==> config.mk <==
export PLATFORM = sky130hd
export DESIGN_NAME = pc_sequencer
export DESIGN_NICKNAME = d
export VERILOG_FILES = /design/src/rtl/pc_sequencer_pkg.sv /design/src/rtl/pc_sequencer_redirect_latch.sv /design/src/rtl/pc_sequencer.sv
export SDC_FILE = /design/constraint.sdc
export NUM_CORES = 1
export LEC_CHECK = 0
export ABC_AREA = 1
export CAP_MARGIN = 25
export CORE_ASPECT_RATIO = 0.5
export CORE_MARGIN = 1
export CORE_UTILIZATION = 40
export DETAILED_ROUTE_END_ITERATION = 6
export PLACE_DENSITY = 0.62
export SETUP_SLACK_MARGIN = 0.1
export SYNTH_ARGS = -nofsm -noshare
export SYNTH_HDL_FRONTEND = slang
export SYNTH_SLANG_ARGS = --single-unit
export TNS_END_PERCENT = 50
==> constraint.sdc <==
create_clock -name clk -period 3.9 [get_ports clk]
set_clock_uncertainty 0.15 [all_clocks]
set_input_delay 0.78 -clock clk [delete_from_list [all_inputs] [get_ports clk]]
set_output_delay 0.78 -clock clk [all_outputs]
set_load 0.02 [all_outputs]
==> src/rtl/pc_sequencer_pkg.sv <==
// pc_sequencer_pkg: shared types and constants for the fetch-stage PC sequencer.
// Optional feature macro: PC_MISALIGN_EN (word-align applied redirect targets).
package pc_sequencer_pkg;

    // Fetch controller states
    typedef enum logic [1:0] {
        BOOT = 2'd0,
        REQ  = 2'd1,
        HOLD = 2'd2
    } state_t;

    // Source of a captured redirect; INT outranks JMP
    typedef enum logic [1:0] {
        SRC_NONE = 2'd0,
        SRC_JMP  = 2'd1,
        SRC_INT  = 2'd2
    } redir_src_t;

    localparam logic [31:0] RESET_PC_DEFAULT = 32'h0000_0000;
    localparam logic [31:0] PC_INC           = 32'd4;

    // Address actually fetched for a redirect target
    function automatic logic [31:0] align_target(input logic [31:0] target);
`ifdef PC_MISALIGN_EN
        return {target[31:2], 2'b00};
`else
        return target;
`endif
    endfunction

endpackage

==> src/rtl/pc_sequencer_redirect_latch.sv <==
// pc_sequencer_redirect_latch: priority capture of int_flush/jmp redirects.
// Holds target and source until the apply strobe; also presents the
// effective redirect (pending merged with one arriving this cycle).
module pc_sequencer_redirect_latch
    import pc_sequencer_pkg::*;
(
    input  logic        clk,
    input  logic        rst,
    input  logic        jmp,
    input  logic [31:0] dest,
    input  logic        int_flush,
    input  logic [31:0] int_pc,
    input  logic        apply,
    output logic        pend,
    output logic        redir_valid,
    output logic [31:0] redir_target
);

    redir_src_t  src_reg;
    logic [31:0] target_reg;
    logic        pend_reg;
    redir_src_t  sel_src;
    logic [31:0] sel_target;

    // Merge arriving request with the pending one: int_flush always wins,
    // jmp may only replace an empty or jmp-sourced entry
    always_comb begin
        sel_src    = src_reg;
        sel_target = target_reg;
        if (int_flush) begin
            sel_src    = SRC_INT;
            sel_target = int_pc;
        end else if (jmp && (src_reg != SRC_INT)) begin
            sel_src    = SRC_JMP;
            sel_target = dest;
        end
    end

    assign redir_valid  = (sel_src != SRC_NONE);
    assign redir_target = sel_target;
    assign pend         = pend_reg;

    // Capture the merged redirect until the controller consumes it
    always_ff @(posedge clk or posedge rst) begin
        if (rst) begin
            src_reg    <= SRC_NONE;
            target_reg <= '0;
            pend_reg   <= 1'b0;
        end else if (apply) begin
            src_reg    <= SRC_NONE;
            pend_reg   <= 1'b0;
        end else begin
            src_reg    <= sel_src;
            target_reg <= sel_target;
            pend_reg   <= (sel_src != SRC_NONE);
        end
    end

endmodule

==> src/rtl/pc_sequencer.sv <==
// pc_sequencer: fetch-stage program counter owner and next-PC sequencer.
// Optional feature macro: PC_MISALIGN_EN adds the misalign output and
// forces applied redirect targets to word alignment.
module pc_sequencer
    import pc_sequencer_pkg::*;
#(
    parameter logic [31:0] RESET_PC = RESET_PC_DEFAULT
) (
    input  logic        clk,
    input  logic        rst,
    input  logic        stall,
    input  logic        jmp,
    input  logic [31:0] dest,
    input  logic        int_flush,
    input  logic [31:0] int_pc,
    output logic        if_req,
    output logic [31:0] if_addr,
    input  logic        if_ack,
    output logic        id_valid,
    output logic [31:0] id_pc,
`ifdef PC_MISALIGN_EN
    output logic        misalign,
`endif
    output logic        redirect_pend
);

    state_t      state;
    logic [31:0] pc_reg;
    logic        if_req_reg;
    logic        id_valid_reg;
    logic [31:0] id_pc_reg;
    logic        apply;
    logic        redir_valid;
    logic [31:0] redir_target;
    logic [31:0] redir_addr;
    logic [31:0] pc_inc;
`ifdef PC_MISALIGN_EN
    logic        misalign_reg;
`endif

    pc_sequencer_redirect_latch u_redirect_latch (
        .clk          (clk),
        .rst          (rst),
        .jmp          (jmp),
        .dest         (dest),
        .int_flush    (int_flush),
        .int_pc       (int_pc),
        .apply        (apply),
        .pend         (redirect_pend),
        .redir_valid  (redir_valid),
        .redir_target (redir_target)
    );

    // A redirect is consumed either on the ack of the outstanding request or
    // immediately while holding (no request is outstanding then)
    assign apply      = redir_valid && (((state == REQ) && if_ack) || (state == HOLD));
    assign redir_addr = align_target(redir_target);
    assign pc_inc     = pc_reg + PC_INC;

    // Fetch FSM; the PC register doubles as the registered fetch address
    always_ff @(posedge clk or posedge rst) begin
        if (rst) begin
            state        <= BOOT;
            pc_reg       <= RESET_PC;
            if_req_reg   <= 1'b0;
            id_valid_reg <= 1'b0;
            id_pc_reg    <= '0;
`ifdef PC_MISALIGN_EN
            misalign_reg <= 1'b0;
`endif
        end else begin
`ifdef PC_MISALIGN_EN
            misalign_reg <= 1'b0;
`endif
            case (state)
                BOOT: begin
                    state      <= REQ;
                    pc_reg     <= RESET_PC;
                    if_req_reg <= 1'b1;
                end
                REQ: begin
                    if (if_ack) begin
                        if (redir_valid) begin
                            // Returned word is stale: drop it and restart at target
                            id_valid_reg <= 1'b0;
                            pc_reg       <= redir_addr;
`ifdef PC_MISALIGN_EN
                            misalign_reg <= |redir_target[1:0];
`endif
                        end else begin
                            id_pc_reg    <= pc_reg;
                            id_valid_reg <= 1'b1;
                            if (stall) begin
                                state      <= HOLD;
                                if_req_reg <= 1'b0;
                            end else begin
                                pc_reg     <= pc_inc;
                            end
                        end
                    end
                end
                HOLD: begin
                    if (redir_valid) begin
                        id_valid_reg <= 1'b0;
                        pc_reg       <= redir_addr;
                        state        <= REQ;
                        if_req_reg   <= 1'b1;
`ifdef PC_MISALIGN_EN
                        misalign_reg <= |redir_target[1:0];
`endif
                    end else if (!stall) begin
                        id_valid_reg <= 1'b0;
                        pc_reg       <= pc_inc;
                        state        <= REQ;
                        if_req_reg   <= 1'b1;
                    end
                end
                default: begin
                    state      <= BOOT;
                    if_req_reg <= 1'b0;
                end
            endcase
        end
    end

    assign if_req   = if_req_reg;
    assign if_addr  = pc_reg;
    assign id_valid = id_valid_reg;
    assign id_pc    = id_pc_reg;
`ifdef PC_MISALIGN_EN
    assign misalign = misalign_reg;
`endif

endmodule

==> results of run 1 <==
==> critical path, delay by kind of cell <==
family | cells | cell delay, ns
AND/OR/NAND/NOR | 7 | 1.35
buffers and inverters | 2 | 0.70
==> metal layers <==
| metal | share of wire | vias to the layer above | track usage |
|---|---|---|---|
| met5 | 0 | - | 0 |
| met4 | 0.0055 | 0 | 0.0356 |
| met3 | 0.076 | 13 | 0.0619 |
| met2 | 0.38 | 200 | 0.332 |
| met1 | 0.53 | 2784 | 0.419 |
| li1 | - | 2937 | - |
==> area by class of cell <==
class / instances / area share
clock buffers: 12 / 0.0328
clock inverters: 4 / 0.00704
inverters: 105 / 0.0507
multi-input cells: 609 / 0.367
flip-flops and latches: 102 / 0.326
well taps: 198 / 0.0317
repair buffers: 143 / 0.184
==> kinds of logic (layout without fill, tap and decap cells) <==
kind of cell	after synthesis	after routing	synth area share
simple gates	471	471	0.330
flops	102	102	0.426
xor+xnor	4	4	0.00585
mux	13	13	0.0244
compound gates	115	115	0.106
fa+ha+maj	6	6	0.0125
buf+inv	141	264	0.0953
==> cells in the final DEF (no fill, tap or decap), types with 3 or more instances in the layout <==
cell,instances
a21oi_1,21
a31oi_1,4
buf_4,5
clkbuf_16,9
clkdlybuf4s50_1,136
dfrtp_1,102
ha_1,6
inv_1,100
inv_2,4
mux2_2,12
nand2_1,280
nand3_1,92
nand3b_1,5
nor2_1,78
o211ai_1,18
o21ai_0,69
or2_2,8
xnor2_1,3
==> how the worst max path moves through the flow <==
stage	start	to	slack (ns)	cells past startpoint
after floorplan	rst	id_pc[0]	0.29	1
after global placement	int_flush	if_addr[4]	0.80	9
after detailed placement	int_flush	if_addr[4]	0.78	9
after CTS	int_flush	if_addr[14]	1.14	9
after global routing	int_flush	if_addr[20]	0.99	9
final	int_flush	if_addr[14]	1.14	9
==> cells in the mapped netlist, types with 2 or more instances <==
cell	number	area share
nand2_1	280	0.18
o211ai_1	18	0.023
buf_1	2	0.0013
buf_2	20	0.017
clkbuf_1	9	0.0056
dfrtp_1	102	0.43
nor2_2	2	0.0021
buf_4	4	0.0050
a31oi_1	4	0.0042
or2_2	8	0.0084
inv_2	4	0.0025
nand3b_1	5	0.0063
mux2_2	12	0.023
a21oi_1	21	0.018
ha_1	6	0.013
a31o_2	2	0.0029
xnor2_1	3	0.0044
inv_1	101	0.063
o21ai_0	69	0.058
nor2_1	78	0.049
nand3_1	92	0.077
==> power by group through the flow <==
stage,clock network [uW],logic [uW],registers (uW)
2_1_floorplan,0,1450,2180
3_3_place_gp,0,2780,1960
3_5_place_dp,0,2820,1970
4_1_cts,965,2830,1960
5_1_grt,1000,3160,2030
6_report,949,2830,1960
==> through the flow <==
| stage | power [uW] | cell area, um^2 |
|---|---|---|
| 2_1_floorplan | 3640 | 5990 |
| 4_1_cts | 5750 | 7820 |
| 5_1_grt | 6200 | 7820 |
| 3_5_place_dp | 4790 | 7510 |
| 3_3_place_gp | 4750 | 7510 |
| 6_report | 5740 | 7820 |
==> out/summary.txt, run 1 <==
Postcts setup bufs: 0
CTS Buf Count: 9
Failing checks: design-rule violations
Synth Flop Type: dfrtp_1
Worst hold endpoint: u_redirect_latch.target_reg[15]
Slowest cell on crit path: clkdlybuf4s50_1
Slowest cell delay on critical path: 0.56 ns
Fin cells: 1173
Distinct cell type count after synthesis: 31
Leakage power: 0.00362 uW
Synth async-reset ratio: 1.00
Internal power: 3200 uW
First-pass GRT wire length: 30000 um
Core Box Area: 14500 um^2
Final Hold Fails: 0
Slew headroom: 0.433
Max-slew violations: 0
Maximum number of pins on one net before global-route repair: 79
Die area: 15500 um^2
Antenna Nets Post-Route: 0
Average size of a mapped cell: 7.03 um^2
Cells on worst reg2reg path: 9
Via count: 5934
N_diodes: 0
Fin crit share: 0.707
Post-synthesis sequential area ratio: 0.426
Max VDD drop: 0.265 mV
Sw power: 2540 uW
Die Wd: 175 um
Final Critical Period: 2.76 ns
RR Startpoint: state[1]
Comb power frac: 0.493
Mapped Cells: 852
Least-Margin Pin Slew: 0.850 ns
Final nets: 1046
WP data arrival: 2.85 ns
Hold Crit Start: u_redirect_latch.target_reg[15]
Initial antenna violation count: 0
Clk root buf: clkbuf_16
Hold Crit Depth: 2
Io pins: 137
Vias in the first global route: 5284
Setup WS pre-CTS: 0.783 ns
Starting Density: 0.412
Site row count: 31
Multi-input gate area: 2870 um^2
GR Overflow Total: 0
Fin util: 0.538
CTS Hold Bufs: 0
Max-cap violations: 0
Worst min path class: flip-flop to flip-flop
I/O Buffers: 136
Crit-path max FO: 34
CP Cell Sequence: clkdlybuf4s50_1 -> inv_2 -> nand4_4 -> nor2_2 -> nand2_2 -> nand2_4 -> nor2_8 -> nand3_1 -> nand2_1
Status: finished, violations left
Wirelength, routed: 18800 um
Clock share of power: 0.165
Hpwl dp: 14100 um
Setup ws final: 1.14 ns
Via/cell ratio: 5.06
TritonRoute pass-1 iters: 7
Layout cells sized above 1: 0.0564
CP startpoint kind: input pin
CTS Sinks: 102
Placed insts: 1157
Clk_lat worst skew: 0.35 ns
CTS tree: done
Drt drc: 2
Setup CP Type: input pin to flip-flop
Worst hold margin: 0.340 ns
Sw Ratio: 0.443
Flops & latches, synth: 102
RR Endpoint: if_addr[14]
CP required: 3.99 ns
CTS H-tree lvls: 3
Sequential share of power: 0.341
Reg2Reg Setup Slack: 1.61 ns
Setup Total Neg Slack: 0 ns
Clock transition at path regs: 0.07 ns
Total GRT Usage: 0.256
PD cells: 735 nW/um^2
Mapped Area: 5990 um^2
Area grow syn2layout: 30.5%
Chip Height: 88.5 um
Yosys Warn Count: 0
CTS Buffer Depth: 2
Filler Cell Count: 1447
Max frequency: 363 MHz
Final count of negative-setup-slack endpoints: 0
Placer Congestion: 0.928
Synth Net Count: 928
Initial DRC Count: 546
Worst setup EP type: flip-flop
FF/Latch Area: 2550 um^2
EDFF count, synth: 0
CTS resizes: 0
WL per Instance: 16.1 um
RSZ-0062 raised after global routing: no
No activity file was read; power rests on OpenSTA's default activity.
==> run 2, diff against run 1 <==
Clock period 3.9 ns to 2.6 ns, I/O delays scaled along.
==> run 2 against run 1 <==
Against the previous run: the run now ends clean; critical path depth decreased by 8; register-to-register slack got worse by 1.2 ns; via count decreased by 0.40%; global-route usage decreased by 1.1 points; first-iteration DRC count decreased by 7.7%; die area unchanged; non-clock buffer count increased by 7; sequential power increased by 49%; worst hold slack got worse by 0.0090 ns; critical endpoint is now if_addr[11]; largest power group unchanged.
==> out/summary.txt, run 2 (same netlist as run 1, synthesis figures left out) <==
Slowest cell on crit path: clkdlybuf4s50_1 (unchanged)
Slowest cell delay on critical path: 0.69 ns (was 0.56 ns)
Fin util: 0.544 (was 0.538)
WL per Instance: 15.6 um (was 16.1 um)
TritonRoute pass-1 iters: 5 (was 7)
Io pins: 137 (unchanged)
Final Critical Period: 2.24 ns
CTS resizes: 0 (unchanged)
I/O Buffers: 136 (unchanged)
Met3 Resource Use GR: 0.0412 (was 0.0619)
Chip Height: 88.5 um (unchanged)
Die Wd: 175 um (unchanged)
CTS Hold Bufs: 0 (unchanged)
Met2 Usage GRT: 0.326 (was 0.332)
Setup WS pre-CTS: 0.165 ns (was 0.783 ns)
Postcts setup bufs: 0 (unchanged)
Hpwl dp: 13700 um (was 14100 um)
Most common cell after layout, fill and taps aside: nand2_1 (unchanged)
CTS Buffer Depth: 2 (unchanged)
FF/Latch Area: 2550 um^2 (unchanged)
Fin crit share: 0.862
WP data arrival: 1.57 ns (was 2.85 ns)
Placer Congestion: 0.904 (was 0.928)
Clock transition at path regs: 0.07 ns (about the same)
Layout cells sized above 1: 0.0631 (was 0.0564)
Sw Ratio: 0.442 (was 0.443)
Wirelength, routed: 18400 um (was 18800 um)
Die area: 15500 um^2 (unchanged)
Via/cell ratio: 5.01 (was 5.06)
Area grow syn2layout: 32.1% (was 30.5%)
Core Box Area: 14500 um^2 (unchanged)
Setup CP Type: flip-flop to output pin (was input pin to flip-flop)
CP startpoint kind: flip-flop (was input pin)
CTS tree: done (unchanged)
CP startpoint: if_addr[11] (was int_flush)
CTS Sinks: 102 (unchanged)
Vias in the first global route: 5216 (was 5284)
Initial DRC Count: 504 (was 546)
Filler Cell Count: 1454 (was 1447)
RSZ-0062 raised after global routing: no (unchanged)
Total GRT Usage: 0.245 (was 0.256)
CTS H-tree lvls: 3 (unchanged)
Max VDD drop: 0.425 mV (was 0.265 mV)
Setup ws final: 0.359 ns (was 1.14 ns)
Site row count: 31 (unchanged)
Antenna Nets Post-Route: 0 (unchanged)
Worst setup EP type: output pin (was flip-flop)
Starting Density: 0.412 (unchanged)
Post-Layout Inst Area: 7910 um^2 (was 7820 um^2)
Slew headroom: 0.617 (was 0.433)
N_diodes: 0 (unchanged)
Most frequent cells in the layout: nand2_1, clkdlybuf4s50_1, dfrtp_1, inv_1, nand3_1 (unchanged)
Initial antenna violation count: 0 (unchanged)
Worst hold margin: 0.331 ns (was 0.340 ns)
Final count of negative-setup-slack endpoints: 0 (unchanged)
Sequential share of power: 0.340 (was 0.341)
RR Startpoint: if_addr[2] (was state[1])
Multi-input gate area: 2870 um^2 (unchanged)
Leakage power: 0.00366 uW (was 0.00362 uW)
Final nets: 1053 (was 1046)
Hold Crit Start: u_redirect_latch.target_reg[15] (unchanged)
Drt drc: 0 (was 2)
Status: finished clean (was finished, violations left)
Max frequency: 446 MHz
Comb power frac: 0.507 (was 0.493)
Least-Margin Pin Slew: 0.572 ns (was 0.850 ns)
GRT busiest layer: met1 (unchanged)
Max-slew violations: 0 (unchanged)
CP bufs+invs: 1 (was 2)
CTS Buf Count: 9 (unchanged)
Final Hold Fails: 0 (unchanged)
Clk_lat worst skew: 0.34 ns (was 0.35 ns)
Placed cell areas: 7620 um^2 (was 7510 um^2)
Sw power: 3810 uW (was 2540 uW)
Via count: 5910 (was 5934)
Worst min path class: flip-flop to flip-flop (unchanged)
Internal power: 4810 uW (was 3200 uW)
GR Overflow Total: 0 (unchanged)
CP Cell Sequence: clkdlybuf4s50_1 (was clkdlybuf4s50_1 -> inv_2 -> nand4_4 -> nor2_2 -> nand2_2 -> nand2_4 -> nor2_8 -> nand3_1 -> nand2_1)
Critical path's top delay family: buffers and inverters (was simple AND/OR/NAND/NOR gates)
Clk root buf: clkbuf_16 (unchanged)
Crit-path max FO: 7 (was 34)
Clock share of power: 0.153 (was 0.165)
PD cells: 1090 nW/um^2 (was 735 nW/um^2)
Met1 usage: 0.407 (was 0.419)
Max-cap violations: 0 (unchanged)
First-pass GRT wire length: 29000 um (was 30000 um)
CP required: 1.93 ns (was 3.99 ns)
Setup Total Neg Slack: 0 ns (unchanged)
Maximum number of pins on one net before global-route repair: 79 (unchanged)
-- run 2: cell count changes in the layout (fill, tap and decap cells not counted), sizes merged --
cell      delta
bufinv       -1
buf          +7
clkinvlp     +1
-- run 2: layer usage --
metal	vias up	part of all wire
li1	2950	-
met1	2729	0.53
met2	224	0.39
met3	7	0.072
met4	0	0.0036
met5	-	0
-- run 2: cell type report --
class                      count  share of cell area
clock buffer                  12              0.0324
sequential                   102               0.323
inverter                     105              0.0503
clock inverter                 4             0.00380
timing repair buffer         150               0.196
tap                          198              0.0313
multi-input combinational    609               0.363
-- run 2: power by group through the flow --
| stage | clock network (uW) | registers [uW] | logic (uW) |
|---|---|---|---|
| CTS | 1350 | 2920 | 4370 |
| detailed placement | 0 | 2940 | 4350 |
| global route | 1420 | 3020 | 4840 |
| global placement | 0 | 2940 | 4280 |
| finish | 1320 | 2930 | 4370 |
| floorplan | 0 | 3280 | 2180 |
-- run 2: final timing paths --
| check | to | slack (ns) | cells past startpoint |
|---|---|---|---|
| max | if_addr[11] | 0.36 | 1 |
| min | u_redirect_latch.target_reg[15] | 0.33 | 2 |
| max reg2reg | if_addr[26] | 0.40 | 10 |
| min reg2reg | u_redirect_latch.target_reg[15] | 0.33 | 2 |
| max in group asynchronous | if_addr[1] | 1.49 | 3 |
| min in group asynchronous | id_pc[7] | 0.48 | 3 |
-- run 2: through the flow --
step,power (uW),instances
after floorplan,5450,852
after global placement,7220,1164
after detailed placement,7300,1164
after CTS,8640,1180
after global routing,9280,1180
final,8620,1180
-- run 2: worst register-to-register path, stage by stage, from the launching register on --
cell and delay [ns]:
dfrtp_1 0.50, ha_1 0.31, nand2_1 0.10, nor2_1 0.11, nand2_1 0.18, nor2_1 0.32
nand2_1 0.08, nand2_1 0.06, nand3_1 0.14, nand3_1 0.11, nand2_1 0.05
